<file path="src/rtl/mul_pkg.sv">
// rtl/mul_pkg.sv - shared class indices, rounding modes and entry metadata for the fp multiplier operand stage
//
// Contents:
//   CLS_*      bit positions of the one-hot IEEE class vector
//   RND_*      rounding-mode encodings
//   entry_meta_t  per-transaction metadata kept alongside the operands
//   make_meta  builds the metadata, including the special/invalid hints
package mul_pkg;

    localparam int CLS_ZERO = 0;
    localparam int CLS_SUB  = 1;
    localparam int CLS_NORM = 2;
    localparam int CLS_INF  = 3;
    localparam int CLS_QNAN = 4;
    localparam int CLS_SNAN = 5;
    localparam int CLS_N    = 6;

    localparam logic [CLS_N-1:0] CLS_ZERO_VEC = 6'b000001;

    localparam logic [1:0] RND_RTZ = 2'b00;
    localparam logic [1:0] RND_RDN = 2'b01;
    localparam logic [1:0] RND_RUP = 2'b10;
    localparam logic [1:0] RND_RNE = 2'b11;

    typedef struct packed {
        logic [1:0]       rnd;
        logic [CLS_N-1:0] cls_a;
        logic [CLS_N-1:0] cls_b;
        logic             special;
        logic             invalid;
    } entry_meta_t;

    function automatic entry_meta_t make_meta(
        input logic [1:0]       rnd,
        input logic [CLS_N-1:0] cls_a,
        input logic [CLS_N-1:0] cls_b
    );
        entry_meta_t m;
        m.rnd     = rnd;
        m.cls_a   = cls_a;
        m.cls_b   = cls_b;
        // Any non-finite or zero operand lets the multiplier bypass the mantissa product.
        m.special = cls_a[CLS_ZERO] | cls_a[CLS_INF] | cls_a[CLS_QNAN] | cls_a[CLS_SNAN] |
                    cls_b[CLS_ZERO] | cls_b[CLS_INF] | cls_b[CLS_QNAN] | cls_b[CLS_SNAN];
        m.invalid = cls_a[CLS_SNAN] | cls_b[CLS_SNAN] |
                    (cls_a[CLS_ZERO] & cls_b[CLS_INF]) |
                    (cls_a[CLS_INF]  & cls_b[CLS_ZERO]);
        return m;
    endfunction

endpackage

</file>
<file path="src/rtl/mul_fp_classify.sv">
// rtl/mul_fp_classify.sv - combinational one-hot IEEE class of one operand
//
// Ports:
//   expo  in   exponent field
//   mant  in   stored mantissa field
//   cls   out  one-hot class (zero, sub, norm, inf, qnan, snan)
module mul_fp_classify
    import mul_pkg::*;
#(
    parameter int EXPO_W = 8,
    parameter int MANT_W = 23
) (
    input  logic [EXPO_W-1:0] expo,
    input  logic [MANT_W-1:0] mant,
    output logic [CLS_N-1:0]  cls
);

    logic expo_zero;
    logic expo_ones;
    logic mant_zero;

    always_comb begin
        expo_zero = (expo == '0);
        expo_ones = &expo;
        mant_zero = (mant == '0);
        cls       = '0;
        if (expo_zero) begin
            if (mant_zero) cls[CLS_ZERO] = 1'b1;
            else           cls[CLS_SUB]  = 1'b1;
        end else if (expo_ones) begin
            // Mantissa MSB is the quiet bit; a clear quiet bit with a nonzero payload is signalling.
            if (mant_zero)              cls[CLS_INF]  = 1'b1;
            else if (mant[MANT_W-1])    cls[CLS_QNAN] = 1'b1;
            else                        cls[CLS_SNAN] = 1'b1;
        end else begin
            cls[CLS_NORM] = 1'b1;
        end
    end

endmodule

</file>
<file path="src/rtl/mul_opnd_stage.sv">
// rtl/mul_opnd_stage.sv - registered operand-issue stage with 2-entry skid buffer ahead of the fp multiplier
//
// Ports:
//   clk, rst            clock, asynchronous active-high reset
//   flush               synchronous discard of both entries; input in the same cycle is dropped
//   in_valid/in_ready   upstream handshake; in_ready is a flop output
//   in_a, in_b, in_rnd  operands and rounding mode
//   out_valid/out_ready downstream handshake
//   out_a, out_b, out_rnd  registered operands and rounding mode
//   out_cls_a, out_cls_b   one-hot operand classes captured with the operands
//   out_special, out_invalid  special-case hints captured with the operands
module mul_opnd_stage
    import mul_pkg::*;
#(
    parameter int SIGN_W = 1,
    parameter int EXPO_W = 8,
    parameter int MANT_W = 23
) (
    input  logic                            clk,
    input  logic                            rst,
    input  logic                            flush,
    input  logic                            in_valid,
    output logic                            in_ready,
    input  logic [SIGN_W+EXPO_W+MANT_W-1:0] in_a,
    input  logic [SIGN_W+EXPO_W+MANT_W-1:0] in_b,
    input  logic [1:0]                      in_rnd,
    output logic                            out_valid,
    input  logic                            out_ready,
    output logic [SIGN_W+EXPO_W+MANT_W-1:0] out_a,
    output logic [SIGN_W+EXPO_W+MANT_W-1:0] out_b,
    output logic [1:0]                      out_rnd,
    output logic [CLS_N-1:0]                out_cls_a,
    output logic [CLS_N-1:0]                out_cls_b,
    output logic                            out_special,
    output logic                            out_invalid
);

    localparam int W = SIGN_W + EXPO_W + MANT_W;

    typedef struct packed {
        logic [W-1:0] a;
        logic [W-1:0] b;
        entry_meta_t  meta;
    } entry_t;

    logic [CLS_N-1:0] cls_a;
    logic [CLS_N-1:0] cls_b;
    entry_t           in_entry;

    entry_t main_q;
    entry_t skid_q;
    logic   main_valid;
    logic   skid_valid;

    logic accept;
    logic consume;

    mul_fp_classify #(.EXPO_W(EXPO_W), .MANT_W(MANT_W)) u_cls_a (
        .expo (in_a[MANT_W +: EXPO_W]),
        .mant (in_a[MANT_W-1:0]),
        .cls  (cls_a)
    );

    mul_fp_classify #(.EXPO_W(EXPO_W), .MANT_W(MANT_W)) u_cls_b (
        .expo (in_b[MANT_W +: EXPO_W]),
        .mant (in_b[MANT_W-1:0]),
        .cls  (cls_b)
    );

    always_comb begin
        in_entry      = '0;
        in_entry.a    = in_a;
        in_entry.b    = in_b;
        in_entry.meta = make_meta(in_rnd, cls_a, cls_b);
    end

    // The skid entry is the only thing that can block input, so readiness is just its emptiness.
    assign in_ready = !skid_valid;
    assign accept   = in_valid & in_ready;
    assign consume  = main_valid & out_ready;

    always_ff @(posedge clk or posedge rst) begin
        if (rst) begin
            main_valid         <= 1'b0;
            skid_valid         <= 1'b0;
            main_q             <= '0;
            main_q.meta.cls_a  <= CLS_ZERO_VEC;
            main_q.meta.cls_b  <= CLS_ZERO_VEC;
            skid_q             <= '0;
            skid_q.meta.cls_a  <= CLS_ZERO_VEC;
            skid_q.meta.cls_b  <= CLS_ZERO_VEC;
        end else if (flush) begin
            // Any consume this cycle already completed on the wire; only the state is dropped.
            main_valid <= 1'b0;
            skid_valid <= 1'b0;
        end else if (consume) begin
            if (skid_valid) begin
                // in_ready was low, so no accept can coincide with this refill.
                main_q     <= skid_q;
                main_valid <= 1'b1;
                skid_valid <= 1'b0;
            end else if (accept) begin
                main_q     <= in_entry;
                main_valid <= 1'b1;
            end else begin
                main_valid <= 1'b0;
            end
        end else if (accept) begin
            if (!main_valid) begin
                main_q     <= in_entry;
                main_valid <= 1'b1;
            end else begin
                skid_q     <= in_entry;
                skid_valid <= 1'b1;
            end
        end
    end

    assign out_valid   = main_valid;
    assign out_a       = main_q.a;
    assign out_b       = main_q.b;
    assign out_rnd     = main_q.meta.rnd;
    assign out_cls_a   = main_q.meta.cls_a;
    assign out_cls_b   = main_q.meta.cls_b;
    assign out_special = main_q.meta.special;
    assign out_invalid = main_q.meta.invalid;

endmodule

</file>
<file path="config.mk">
export PLATFORM = sky130hd
export DESIGN_NAME = mul_opnd_stage
export DESIGN_NICKNAME = d
export VERILOG_FILES = /design/src/rtl/mul_pkg.sv /design/src/rtl/mul_fp_classify.sv /design/src/rtl/mul_opnd_stage.sv
export SDC_FILE = /design/constraint.sdc
export NUM_CORES = 1
export LEC_CHECK = 0
export ABC_AREA = 1
export BUFFER_PORTS_ARGS = -buffer_cell sky130_fd_sc_hd__buf_2
export CAP_MARGIN = 30
export CORE_MARGIN = 5
export CORE_UTILIZATION = 35
export DETAILED_ROUTE_END_ITERATION = 7
export SYNTH_ARGS = -nofsm -noshare
export SYNTH_HDL_FRONTEND = slang
export SYNTH_HIERARCHICAL = 1
export SYNTH_SLANG_ARGS = --single-unit
export TNS_END_PERCENT = 10
</file>
<file path="constraint.sdc">
create_clock -name clk -period 5.75 [get_ports clk]
set_clock_uncertainty 0.1 [all_clocks]
set_input_delay 0.2875 -clock clk [delete_from_list [all_inputs] [get_ports clk]]
set_output_delay 0.2875 -clock clk [all_outputs]
set_load 0.01 [all_outputs]
</file>
== Word-level counts from Yosys, hierarchy flattened ==
Index checks and enable logic that the tools add are counted.
Storage, ports and cells
  word-level logic and storage cells: 79
  flip-flop bits (word level): 162
  output and inout bits: 82
  input port bits: 71
Cells by class
  reductions and logical operators: 14
  equal/unequal tests: 1
  bitwise gates (word level): 16
  mux-type cells: 32
Operators by type and width (number)
  2-to-1 mux 80 bit: 5
  logical NOT 23 bit: 2
  2-to-1 mux 1 bit: 19
  logical NOT 8 bit: 2
  AND reduction 8 bit: 2
  OR 1 bit: 10
  2-to-1 mux 2 bit: 4
  2-to-1 mux 4 bit: 2
  AND reduction 4 bit: 2
  2-to-1 mux 3 bit: 2
  nonzero test 3 bit: 2
  AND 1 bit: 4
  nonzero test 2 bit: 2
  != test 2 x 1 -> 1 bit, second input constant: 1
  NOT 1 bit: 2
  AND reduction 2 bit: 1
  logical NOT 1 bit: 1

== Logic depth before layout (Yosys ltp) ==
  depth in word-level cells: 14
  depth in mapped cells: 12
  depth with buffers taken out: 12

== Modules after synthesis ==
The synthesis kept the hierarchy.
Modules (own cells, without submodules)
  mul_opnd_stage: cells each 880, area an instance 7065.5 sq um, times used 1, seq. area each 4058.9 sq um
  mul_fp_classify: cells each 48, area an instance 215.2 sq um, times used 2, seq. area each 0.0 sq um

== Worst setup path after synthesis ==
Ideal clock, no wire load.
  path type: register to register
  from: register skid_valid
  to: register skid_q[10] in the netlist's numbering
  required time: 5520 ps
  path buffers: 2
  cell stages (with the launch flop): 9
  setup slack: 4308 ps
  library setup time: 130 ps
  clock period less this slack: 1442 ps
  data arrival time: 1212 ps
  cells stage by stage: dfrtp_1 -> inv_2 -> nand2_1 -> nor2_1 -> nand2_2 -> buf_4 -> buf_4 -> nand2_1 -> o21ai_0
On the way
  cells in the longest elaborated chain, start to end: 3
Ends and longest elaborated chain
  start, declared: line mul_opnd_stage.sv:53  | logic skid_valid;
  start signal, assigned: line mul_opnd_stage.sv:85  | skid_valid <= 1'b0;
  start signal, assigned: line mul_opnd_stage.sv:95  | skid_valid <= 1'b0;
  start signal, assigned: line mul_opnd_stage.sv:101  | skid_valid <= 1'b0;
  logical NOT 1 bit: line mul_opnd_stage.sv:78  | assign in_ready = !skid_valid;
  net in_ready: line mul_opnd_stage.sv:23  | output logic in_ready,
  AND 1 bit: line mul_opnd_stage.sv:79  | assign accept = in_valid & in_ready;
  AND reduction 4 bit (no line)
  end signal, assigned: line mul_opnd_stage.sv:113  | skid_q <= in_entry;
  end, declared: line mul_opnd_stage.sv:51  | entry_t skid_q;
The timed path passes the listed nets, and every way through them passes these cells.
A chain may end at the register's enable or synchronous reset.

== Worst setup path after layout ==
  from: register skid_valid
  to: register main_q, in the netlist out_b[20]
On the way
  cells in the longest elaborated chain, start to end: 4
  elaborated cells between the ends (all ways): 7
  those cells by class: mux (2); bitwise (1); reduce/logical (4)
Ends and longest elaborated chain
  logical NOT 1 bit: line mul_opnd_stage.sv:78
  AND 1 bit: line mul_opnd_stage.sv:79
  nonzero test 2 bit (no line)
  AND reduction 4 bit (no line)
  end signal, assigned: line mul_opnd_stage.sv:99  | main_q <= skid_q;
  end signal, assigned: line mul_opnd_stage.sv:103  | main_q <= in_entry;
  end signal, assigned: line mul_opnd_stage.sv:110  | main_q <= in_entry;
  end, declared: line mul_opnd_stage.sv:50  | entry_t main_q;
Several ways; a longest one is shown, not always the timed one.

==> impl_metrics.prom <==
# TYPE chip_impl_metric gauge
chip_impl_info{name="hold_path.startpoint",value="in_b[31]"} 1
chip_impl_info{name="worstHoldPathType",value="in2reg"} 1
chip_impl_metric{name="wl_per_cell",unit="µm"} 13.03
chip_impl_info{name="synth_area_leaders",value="sky130_fd_sc_hd__dfrtp_1, sky130_fd_sc_hd__nand2_1, sky130_fd_sc_hd__o21ai_0, sky130_fd_sc_hd__inv_1, sky130_fd_sc_hd__nor2_1"} 1
chip_impl_metric{name="grt.overflow.total",unit=""} 0
chip_impl_metric{name="hold-path-cell-count",unit=""} 3
chip_impl_metric{name="post_synth_num_cell_types",unit=""} 21
chip_impl_metric{name="port_buffers",unit=""} 152
chip_impl_metric{name="top_level_ports",unit=""} 153
chip_impl_metric{name="initial_utilization",unit=""} 0.3555
chip_impl_metric{name="number_of_failing_hold_endpoints_at_the_final_stage",unit=""} 0
chip_impl_metric{name="cts.reportedPaths.clkPinSlew",unit="ns"} 0.06
chip_impl_info{name="hold-path-endpoint",value="skid_q[47]"} 1
chip_impl_metric{name="gpl.final_weighted_congestion",unit=""} 0.7733
chip_impl_metric{name="max_freq",unit="MHz"} 409.8
chip_impl_metric{name="clk_latency",unit="ns"} 0.42
chip_impl_metric{name="nFillCells",unit=""} 2219
chip_impl_metric{name="clock_sink_count",unit=""} 162
chip_impl_metric{name="route.antenna.remaining_nets",unit=""} 0
chip_impl_info{name="tritoncts_clock_tree",value="yes"} 1
chip_impl_metric{name="leakagePower",unit="nW"} 4.837
chip_impl_metric{name="cp_max_fo",unit=""} 91
chip_impl_info{name="regToRegStartpoint",value="skid_valid"} 1
chip_impl_metric{name="cts_max_level",unit=""} 4
chip_impl_metric{name="finalSetupViolCount",unit=""} 0
chip_impl_info{name="cts.root.buffer_cell",value="sky130_fd_sc_hd__clkbuf_16"} 1
chip_impl_metric{name="drv.max_cap_violation_count",unit=""} 0
chip_impl_metric{name="final_min_period_over_clock_period",unit=""} 0.4244
chip_impl_info{name="worst_r2r_endpoint",value="out_b[20]"} 1
chip_impl_metric{name="grt_antenna_before_repair",unit=""} 0
chip_impl_metric{name="wire_length_of_the_first_global_routing_pass",unit="µm"} 30580
chip_impl_info{name="worstSetupEndpointType",value="register"} 1
chip_impl_metric{name="yosys-mux-area-fraction",unit=""} 0
chip_impl_metric{name="grt_pass1_vias",unit=""} 6100
chip_impl_metric{name="drt_drc_violations_left",unit=""} 0
chip_impl_metric{name="netlist_instances",unit=""} 976
chip_impl_info{name="synth_top_family_by_area",value="simple AND/OR/NAND/NOR gates"} 1
chip_impl_metric{name="rrSetupSlack",unit="ns"} 3.31
chip_impl_metric{name="synth_simple_gate_area_share",unit=""} 0.2634
chip_impl_info{name="crit_path_cell_trace",value="nand3_2 > inv_4 > buf_4 > o21ai_0 > nand2_1 > nand2_1"} 1
chip_impl_info{name="post-synth-top-area-cell",value="sky130_fd_sc_hd__dfrtp_1"} 1
chip_impl_metric{name="synth_area_in_adders",unit=""} 0
chip_impl_info{name="outcome",value="completed"} 1
chip_impl_metric{name="post_synthesis_average_cell_area",unit="µm²"} 7.680
chip_impl_metric{name="detailedPlacementHpwl",unit="µm"} 11930
chip_impl_metric{name="synth-seq-area-share",unit=""} 0.5415
chip_impl_metric{name="detail_route.first_pass.iterations",unit=""} 5
chip_impl_metric{name="layout.nets",unit=""} 1176
chip_impl_metric{name="async_flop_share",unit=""} 1.000
chip_impl_metric{name="number_of_rows_created_at_floorplan",unit=""} 53
chip_impl_metric{name="syn-num-nets",unit=""} 1047
chip_impl_info{name="yosys.cell_count.top_type",value="sky130_fd_sc_hd__nand2_1"} 1
chip_impl_metric{name="synthXorXnorAreaFrac",unit=""} 0
chip_impl_metric{name="design_area",unit="µm²"} 9041
chip_impl_metric{name="ir_worst_vdd",unit="mV"} 0.1650
chip_impl_info{name="synth_top_cells_by_count",value="sky130_fd_sc_hd__nand2_1, sky130_fd_sc_hd__dfrtp_1, sky130_fd_sc_hd__o21ai_0, sky130_fd_sc_hd__inv_1, sky130_fd_sc_hd__nor2_1"} 1
chip_impl_metric{name="final_core_utilization",unit=""} 0.4287
chip_impl_metric{name="synthToLayoutAreaGrowth",unit="%"} 20.61
chip_impl_metric{name="ratio_of_cells_with_drive_above_1_in_the_final_layout",unit=""} 0.1934
chip_impl_info{name="synth_top_flop_cell",value="sky130_fd_sc_hd__dfrtp_1"} 1
chip_impl_metric{name="yosys_synthesis_warning_count",unit=""} 6
chip_impl_metric{name="share_of_the_synthesized_area_in_the_top_cell_type",unit=""} 0.5275
chip_impl_info{name="grt_setup_unrepaired",value="false"} 1
chip_impl_metric{name="synthesis.area",unit="µm²"} 7496
chip_impl_metric{name="synth_edf_count",unit=""} 0
chip_impl_metric{name="dpl-instance-area",unit="µm²"} 8387
chip_impl_metric{name="die_height",unit="µm"} 156.3
chip_impl_metric{name="max-clock-path-buffers",unit=""} 2
chip_impl_metric{name="cts_buffers",unit=""} 17
chip_impl_metric{name="groute.usage.overall",unit=""} 0.1549
chip_impl_info{name="crit_slowest_cell",value="sky130_fd_sc_hd__buf_4"} 1
chip_impl_metric{name="synth-compound-area-share",unit=""} 0.1087
chip_impl_metric{name="via_total_after_detailed_routing",unit=""} 6186
chip_impl_metric{name="setup_total_negative_slack",unit="ns"} 0
chip_impl_metric{name="initialDrtViolationCount",unit=""} 382
chip_impl_metric{name="worstMarginPinSlew",unit="ns"} 0.9354
chip_impl_metric{name="routed_wirelength",unit="µm"} 18140
chip_impl_metric{name="slew_headroom",unit=""} 0.3764
chip_impl_metric{name="ys_seq_elements",unit=""} 162
chip_impl_metric{name="post-route-min-period",unit="ns"} 2.441
chip_impl_metric{name="worst_reg2reg_path_depth",unit=""} 6
chip_impl_info{name="critPathMostFrequentCell",value="sky130_fd_sc_hd__nand2_1"} 1
chip_impl_metric{name="p_per_area",unit="nW/µm²"} 353.8
chip_impl_metric{name="arrival",unit="ns"} 2.65
chip_impl_metric{name="core_area",unit="µm²"} 21090
chip_impl_info{name="worst_setup_path_start_kind",value="register"} 1
chip_impl_metric{name="worst-endpoint-required",unit="ns"} 5.96
chip_impl_metric{name="die_area",unit="µm²"} 24440
chip_impl_metric{name="post-cts-setup-buffers",unit=""} 0
chip_impl_metric{name="antenna_fix_cells",unit=""} 0
chip_impl_metric{name="grt_max_degree",unit=""} 95
chip_impl_metric{name="chipWidth",unit="µm"} 156.3
chip_impl_info{name="crit_type",value="reg2reg"} 1
chip_impl_metric{name="vias_per_cell",unit=""} 4.444
chip_impl_metric{name="critPathMaxStageDelay",unit="ns"} 0.74
chip_impl_metric{name="maxSlewViolCount",unit=""} 0
worst max path at each step:
stage                     from   endpoint  cells past startpoint
global placement    skid_valid  out_b[20]                      6
global route        skid_valid  out_b[15]                      7
CTS                 skid_valid  out_b[20]                      6
detailed placement  skid_valid  out_b[20]                      6
floorplan                  rst   out_a[0]                      1
finish              skid_valid  out_b[20]                      6
area by class of cell:
class,instances,area [µm²],share of cell area
flip-flops and latches,162,4059,0.4489
multi-input cells,665,2799,0.3096
repair buffers,160,825.8,0.09134
clock buffers,22,454.2,0.05024
inverters,99,379.1,0.04193
well taps,275,344.1,0.03806
clock inverters,9,180.2,0.01993
worst max-delay path, delay by kind of cell (launching register included):
kind / cells / cell delay [ns]
flops: 1 / 0.41
simple gates: 3 / 0.33
compound gates: 1 / 0.22
buf+inv: 2 / 1.20
through the flow:
stage / setup slack [ns] / instances / power (mW) / hold slack, ns
2_1_floorplan: 0.9925 / 976 / 1.775 / 0.2510
3_3_place_gp: 3.335 / 1359 / 1.978 / 0.3278
3_5_place_dp: 3.296 / 1359 / 1.992 / 0.3266
4_1_cts: 3.285 / 1392 / 3.252 / 0.02685
5_1_grt: 3.021 / 1392 / 3.407 / 0.04766
6_report: 3.309 / 1392 / 3.199 / 0.04656
registers in the layout, indices dropped and copies added (netlist names):
register and cells:
skid_valid 1, out_b 32, out_cls_b 6, out_invalid 1
out_cls_a 6, out_special 1, out_valid 1, out_rnd 2
skid_q 80, out_a 32
per-layer routing:
metal / GRT usage / wire (µm) / up-vias
met5: 0 / 0 / -
met4: 0.03678 / 174 / 0
met3: 0.04701 / 1152 / 14
met2: 0.2424 / 8065 / 142
met1: 0.2122 / 8749 / 2787
li1: - / - / 3243
timing repair:
action / in CTS / in global routing
hold endpoints to repair: 60 / 0
hold buffers: 2 / 0
resized for setup: 0 / 0
placed cells by master, fill, tap and decap left out, drive strengths merged:
master and instances:
nand2 436, dfrtp 158, buf 158, o21ai 158, inv 99, nor2 56
clkbuf 22, nand3 9, bufinv 5, dfstp 4, a31oi 3, clkinv 3
dlygate4sd3 2, a21oi 1, nand4 1, or2 1, clkinvlp 1
power breakdown:
group,switching [mW],total (mW),internal [mW]
registers,0.112,1.47,1.36
clock network,0.457,1.24,0.782
logic,0.290,0.485,0.196
total,0.859,3.20,2.34
cell families (layout without fill, tap and decap cells):
family / Yosys count / count (layout)
simple gates: 503 / 503
flops: 162 / 162
compound gates: 162 / 162
buf+inv: 149 / 290
Note: power is estimated with default switching activity, not from simulation.
